==> src/rtl/hit_judge_pkg.sv <==
// Shared types and constants for the note-timing judge and its score consumer.
package hit_judge_pkg;

    localparam int unsigned JUDGE_W = 2;
    localparam int unsigned COMBO_W = 8;
    localparam int unsigned WIN_W   = 8;
    localparam int unsigned CMP_W   = WIN_W + 1;

    localparam logic [COMBO_W-1:0] COMBO_MAX = '1;

    typedef enum logic [JUDGE_W-1:0] {
        JUDGE_MISS    = 2'b00,
        JUDGE_EARLY   = 2'b01,
        JUDGE_LATE    = 2'b10,
        JUDGE_PERFECT = 2'b11
    } judge_e;

    typedef enum logic {
        ST_IDLE  = 1'b0,
        ST_ARMED = 1'b1
    } state_e;

    typedef struct packed {
        judge_e               inp;
        logic [COMBO_W-1:0]   combo;
    } judge_pkt_t;

    // Classify a press by its signed distance from the note centre.
    function automatic judge_e judge_of(input logic [WIN_W-1:0] win,
                                        input int unsigned      half,
                                        input int unsigned      perf);
        logic signed [CMP_W-1:0] d;
        logic signed [CMP_W-1:0] mag;
        d   = $signed({1'b0, win}) - $signed(CMP_W'(half));
        mag = (d < 0) ? -d : d;
        if (mag <= $signed(CMP_W'(perf)))
            return JUDGE_PERFECT;
        else if (d < 0)
            return JUDGE_EARLY;
        else
            return JUDGE_LATE;
    endfunction

    function automatic logic [COMBO_W-1:0] combo_inc(input logic [COMBO_W-1:0] c);
        return (c == COMBO_MAX) ? c : c + COMBO_W'(1);
    endfunction

endpackage

==> src/rtl/hit_judge_if.sv <==
// Score-side bundle: note/key stimulus in, judgement and combo out.
interface hit_judge_if;
    import hit_judge_pkg::*;

    logic               note_start;
    logic               key;
    logic [JUDGE_W-1:0] Inp;
    logic               judge_valid;
    logic [COMBO_W-1:0] combo;
    logic               armed;

    modport master (
        input  note_start,
        input  key,
        output Inp,
        output judge_valid,
        output combo,
        output armed
    );

    modport slave (
        output note_start,
        output key,
        input  Inp,
        input  judge_valid,
        input  combo,
        input  armed
    );
endinterface

==> src/rtl/hit_judge_key_sync_edge.sv <==
// Three-flop synchroniser for the raw key with a rising-edge press strobe.
module key_sync_edge (
    input  logic clk,
    input  logic reset,
    input  logic key,
    output logic press
);

    logic k1;
    logic k2;
    logic k3;

    always_ff @(posedge clk or negedge reset) begin
        if (!reset) begin
            k1 <= 1'b0;
            k2 <= 1'b0;
            k3 <= 1'b0;
        end else begin
            k1 <= key;
            k2 <= k1;
            k3 <= k2;
        end
    end

    // One press per key-down; holding the key does not retrigger.
    assign press = k2 & ~k3;

endmodule

==> src/rtl/hit_judge.sv <==
// Note judge: opens a timing window per note and grades the first key press in it.
module hit_judge
    import hit_judge_pkg::*;
#(
    parameter int unsigned TICK_DIV  = 50000,
    parameter int unsigned HALF_WIN  = 100,
    parameter int unsigned PERF_HALF = 30
) (
    input  logic        clk,
    input  logic        reset,
    hit_judge_if.master bus
);

    localparam int unsigned PRESC_W = (TICK_DIV > 2) ? $clog2(TICK_DIV) : 1;
    localparam logic [PRESC_W-1:0] PRESC_LAST = PRESC_W'(TICK_DIV - 1);
    localparam logic [WIN_W-1:0]   WIN_END    = WIN_W'(2 * HALF_WIN);

    logic [PRESC_W-1:0] presc_q;
    logic               tick_c;
    logic               press;

    state_e             state_q, state_n;
    logic [WIN_W-1:0]   win_q, win_n;
    judge_pkt_t         pkt_q, pkt_n;
    logic               valid_q, valid_n;
    logic               armed_q, armed_n;

    key_sync_edge u_key_sync (
        .clk   (clk),
        .reset (reset),
        .key   (bus.key),
        .press (press)
    );

    // Free-running timing-tick prescaler.
    always_ff @(posedge clk or negedge reset) begin
        if (!reset)
            presc_q <= '0;
        else if (tick_c)
            presc_q <= '0;
        else
            presc_q <= presc_q + PRESC_W'(1);
    end

    assign tick_c = (presc_q == PRESC_LAST);

    always_ff @(posedge clk or negedge reset) begin
        if (!reset) begin
            state_q <= ST_IDLE;
            win_q   <= '0;
            pkt_q   <= '{inp: JUDGE_MISS, combo: '0};
            valid_q <= 1'b0;
            armed_q <= 1'b0;
        end else begin
            state_q <= state_n;
            win_q   <= win_n;
            pkt_q   <= pkt_n;
            valid_q <= valid_n;
            armed_q <= armed_n;
        end
    end

    // Priority inside a window: press, then a new note (MISS), then expiry tick.
    always_comb begin
        state_n   = state_q;
        win_n     = win_q;
        pkt_n.inp = JUDGE_MISS;
        pkt_n.combo = pkt_q.combo;
        valid_n   = 1'b0;

        unique case (state_q)
            ST_IDLE: begin
                if (bus.note_start) begin
                    state_n = ST_ARMED;
                    win_n   = '0;
                end
            end
            ST_ARMED: begin
                if (press) begin
                    valid_n     = 1'b1;
                    pkt_n.inp   = judge_of(win_q, HALF_WIN, PERF_HALF);
                    pkt_n.combo = combo_inc(pkt_q.combo);
                    if (bus.note_start)
                        win_n = '0;
                    else
                        state_n = ST_IDLE;
                end else if (bus.note_start) begin
                    valid_n     = 1'b1;
                    pkt_n.combo = '0;
                    win_n       = '0;
                end else if (tick_c) begin
                    if (win_q == WIN_END) begin
                        valid_n     = 1'b1;
                        pkt_n.combo = '0;
                        state_n     = ST_IDLE;
                    end else begin
                        win_n = win_q + WIN_W'(1);
                    end
                end
            end
            default: state_n = ST_IDLE;
        endcase

        armed_n = (state_n == ST_ARMED);
    end

    assign bus.Inp         = JUDGE_W'(pkt_q.inp);
    assign bus.judge_valid = valid_q;
    assign bus.combo       = pkt_q.combo;
    assign bus.armed       = armed_q;

endmodule

==> src/flat_wrapper.sv <==
// flat-port wrapper written by rule: the top's interface ports become plain ports
module hit_judge_flat import hit_judge_pkg::*;
#(
    parameter int unsigned TICK_DIV  = 50000,
    parameter int unsigned HALF_WIN  = 100,
    parameter int unsigned PERF_HALF = 30
)
  (clk, reset, bus_note_start, bus_key, bus_Inp, bus_judge_valid, bus_combo, bus_armed);
  hit_judge_if bus_i ();
  input  logic clk;
  input  logic reset;
  input wire logic [$bits(bus_i.note_start)-1:0] bus_note_start;
  input wire logic [$bits(bus_i.key)-1:0] bus_key;
  output wire logic [$bits(bus_i.Inp)-1:0] bus_Inp;
  output wire logic [$bits(bus_i.judge_valid)-1:0] bus_judge_valid;
  output wire logic [$bits(bus_i.combo)-1:0] bus_combo;
  output wire logic [$bits(bus_i.armed)-1:0] bus_armed;
  assign bus_i.note_start = bus_note_start;
  assign bus_i.key = bus_key;
  assign bus_Inp = bus_i.Inp;
  assign bus_judge_valid = bus_i.judge_valid;
  assign bus_combo = bus_i.combo;
  assign bus_armed = bus_i.armed;
  hit_judge #(.TICK_DIV(TICK_DIV), .HALF_WIN(HALF_WIN), .PERF_HALF(PERF_HALF)) u_core (.clk(clk), .reset(reset), .bus(bus_i));
endmodule
==> config.mk <==
export PLATFORM = sky130hd
export DESIGN_NAME = hit_judge_flat
export DESIGN_NICKNAME = d
export VERILOG_FILES = /design/src/rtl/hit_judge_pkg.sv /design/src/rtl/hit_judge_if.sv /design/src/rtl/hit_judge_key_sync_edge.sv /design/src/rtl/hit_judge.sv /design/src/flat_wrapper.sv
export SDC_FILE = /design/constraint.sdc
export NUM_CORES = 1
export LEC_CHECK = 0
export CORE_MARGIN = 2
export CORE_UTILIZATION = 35
export DETAILED_ROUTE_END_ITERATION = 10
export PLACE_DENSITY = 0.55
export SETUP_SLACK_MARGIN = 0.02
export SYNTH_ARGS = -nofsm -noshare
export SYNTH_HDL_FRONTEND = slang
export SYNTH_SLANG_ARGS = --single-unit
==> constraint.sdc <==
create_clock -name clk -period 3.2 [get_ports clk]
set_clock_uncertainty 0.15 [all_clocks]
set_input_delay 0.64 -clock clk [delete_from_list [all_inputs] [get_ports clk]]
set_output_delay 0.64 -clock clk [all_outputs]
set_load 0.01 [all_outputs]
==> flow_metrics.py <==
metrics = {
    "timing": {
        "final_hold_viol_count": 0,
        "fmaxAchievable_mhz": 408,
        "setup_viol": 0,
        "worst_pin_slew_ps": 835,
        "drv_slew": 0,
        "fin_crit_sh_pct": 76.5,
        "fin_crit_ps": 2450,
        "max_slew_margin_pct": 44.3,
        "rsz0062_at_grt": "no",
        "fin_tns_setup_ps": 0,
    },
    "critical_path": {
        "crit_slowest_cell": "dfrtp_1",
        "start_kind": "register",
        "crit_required_ps": 3210,
        "reg2reg_from": "u_core.win_q[2]$_DFFE_PN0P_",
        "cp_max_fo": 14,
        "rr_worst_depth": 8,
        "crit_path_cell_trace": "inv_1, ha_1, nand2b_4, a31oi_2, a21boi_0, o31a_1, o211ai_1, o21ai_0",
        "cp.depth": 8,
        "cp_top_family": "compound AO/OA/AOI/OAI gates",
        "crit_arrival_ps": 2450,
        "critPathKind": "reg2reg",
        "crit_start": "u_core.win_q[2]$_DFFE_PN0P_",
        "critPathBufInv": 1,
        "end_kind": "register",
        "cpPeakStageDelay_ps": 520,
    },
    "outcome": {
        "status": "finished, final reports clean",
    },
    "detailed_routing": {
        "first_pass_iters": 4,
        "wl_mm": 4.07,
        "detail-route-antenna-nets": 0,
        "vias_per_cell": 5.24,
        "first_iter_violations": 115,
        "vias": 1634,
        "drc": 0,
        "wl_per_cell_um": 13.1,
    },
    "grt": {
        "use_met1_pct": 17.3,
        "grt_usage_pct": 12.2,
        "busiest_layer": "met2",
        "grtUsageMet2_pct": 18.5,
        "use_met3_pct": 3.38,
        "antenna_found_initial": 0,
        "first_global_vias": 1491,
        "grt_overflow_total": 0,
        "grt_pass1_wl_mm": 7.02,
        "grt_max_degree": 40,
    },
    "final_layout": {
        "fin_cells": 312,
        "drive_above_1_share_pct": 7.17,
        "fin_nets": 251,
        "syn_to_final_growth_pct": 12.4,
        "antenna_cells": 0,
        "fin_area_um2": 2440,
    },
    "floorplanning": {
        "die_x_um": 82.8,
        "io_pins": 16,
        "core_area_um2": 5960,
        "die_area_um2": 6860,
        "start_util_pct": 36.5,
        "die_y_um": 82.8,
        "row_count": 28,
    },
    "clock_network": {
        "cts_buffer_depth": 2,
        "numClockSinks": 39,
        "post_cts.repair.setup_buffers": 0,
        "cts-hold-fix-buffers": 0,
        "cts_resized": 0,
        "clk_latency_ps": 280,
        "ctsHtreeMaxLevel": 2,
        "cts_buffers": 5,
        "path_clk_slew_ps": 70,
        "ctsRootBufferMaster": "clkbuf_8",
        "tritoncts": "yes",
    },
    "synth": {
        "synth_nets": 237,
        "synth_edf_count": 0,
        "seq_area_frac_synth_pct": 44.9,
        "yosysTopAreaCell": "dfrtp_1",
        "synth_area_um2": 2170,
        "ys.flop_type": "dfrtp_1",
        "post-synth-top-count-cell": "dfrtp_1",
        "synth.avg_cell_area_um2": 9.70,
        "synth.top_cells.by_count": "39 x dfrtp_1, 23 x nor2_1, 21 x nand2_1",
        "async_flop_share_pct": 100,
        "synth-seq-cells": 39,
        "yosys-top-cells-area": "dfrtp_1 45%, xnor2_1 6.4%, ha_1 5.2%",
        "yosys_warnings": 0,
        "synthCells": 224,
        "synth_top_area_share_pct": 44.9,
        "synthDistinctLibCells": 52,
    },
    "pwr": {
        "power.leakage_nw": 0.971,
        "p_comb_share_pct": 7.6,
        "pwr-share-clk_pct": 34.0,
        "p_per_area_nw_per_um2": 358,
        "p_int_uw": 674,
        "pwr-share-seq_pct": 58.4,
        "p_sw_uw": 200,
        "swShare_pct": 22.9,
        "peakVddDrop_uv": 265,
    },
    "placement": {
        "place.gp.congestion": 0.785,
        "dpl_cell_area_um2": 2370,
        "dp_hpwl_mm": 2.87,
        "port_buffers": 15,
        "dp_cells": 306,
    },
    "worst_hold_path": {
        "min-delay-start": "u_core.u_key_sync.k1$_DFF_PN0_",
        "hold_depth": 0,
        "hold_class": "reg2reg",
    },
    "flow_run": {
        "drv_cap": 0,
    },
}
## layer usage
layer	vias up	share of wire, %
met4	0	0.47
met1	780	51
met2	29	45
met5	-	0
li1	823	-
met3	2	3.5
## flip-flops by register name, indices dropped and copies added, names as in the netlist
name                    count
u_core.presc_q             16
u_core.state_q              1
u_core.u_key_sync.k1        1
u_core.bus.combo            8
u_core.u_key_sync.k3        1
u_core.bus.judge_valid      1
u_core.bus.Inp              2
u_core.u_key_sync.k2        1
u_core.win_q                8
## through the flow
step | setup WS [ps] | power [mW] | hold slack (ps) | util [%]
global route | 489 | 0.930 | 234 | 41.0
detailed placement | 774 | 0.588 | 208 | 39.8
global placement | 788 | 0.588 | 209 | 39.8
CTS | 758 | 0.890 | 224 | 41.0
floorplan | 966 | 0.555 | 181 | -
finish | 752 | 0.874 | 225 | 41.0
## cells by family (layout without fill, tap and decap cells)
kind of cell             count (synthesis)  in the layout  synth area share (%)
multiplexers                             3              3                  1.44
AND/OR/NAND/NOR                         91             91                  22.3
adder cells (fa/ha/maj)                  9              9                  5.18
XOR/XNOR                                22             22                  8.87
AO/OA/AOI/OAI                           47             47                  14.3
flip-flops                              39             39                  44.9
buffers and inverters                   13             26                  2.94
## power by group through the flow
stage | logic [mW] | clock network, mW | registers (mW)
floorplan | 0.0331 | 0 | 0.522
global placement | 0.0680 | 0 | 0.520
detailed placement | 0.0682 | 0 | 0.520
CTS | 0.0680 | 0.312 | 0.511
global route | 0.0744 | 0.344 | 0.512
finish | 0.0664 | 0.297 | 0.511
## cells in the final DEF (no fill, tap or decap), drive strengths merged, types with 3 or more instances in the layout
cell type | Yosys | layout
clkbuf | 4 | 6
xor2 | 6 | 6
dfrtp | 39 | 39
ha | 9 | 9
a21oi | 13 | 13
nand3 | 10 | 10
clkdlybuf4s50 | 0 | 14
xnor2 | 16 | 16
and4 | 3 | 3
nor3 | 6 | 6
and3 | 3 | 3
o21ai | 13 | 13
nand4 | 3 | 3
nand2 | 21 | 21
nor2 | 23 | 23
a31oi | 3 | 3
nor4 | 3 | 3
inv | 4 | 4
nor2b | 4 | 4
## path summary, 6_finish.rpt
check                                                  endpoint  slack [ps]
worst max-delay path                u_core.bus.Inp[0]$_DFF_PN0_         750
worst min-delay path             u_core.u_key_sync.k2$_DFF_PN0_         230
worst max register to register      u_core.bus.Inp[0]$_DFF_PN0_         750
worst min register to register   u_core.u_key_sync.k2$_DFF_PN0_         230
max in group asynchronous           u_core.win_q[1]$_DFFE_PN0P_        2060
min in group asynchronous       u_core.bus.combo[4]$_DFFE_PN0P_         310
## layout make-up
class / count / area, um2
inverter: 4 / 15.0
tap: 75 / 93.8
multi-input combinational: 172 / 1130
fill: 604 / 3510
sequential: 39 / 976
clock buffer: 6 / 72.6
timing repair buffer: 16 / 153
No activity file was read; power rests on OpenSTA's default activity.
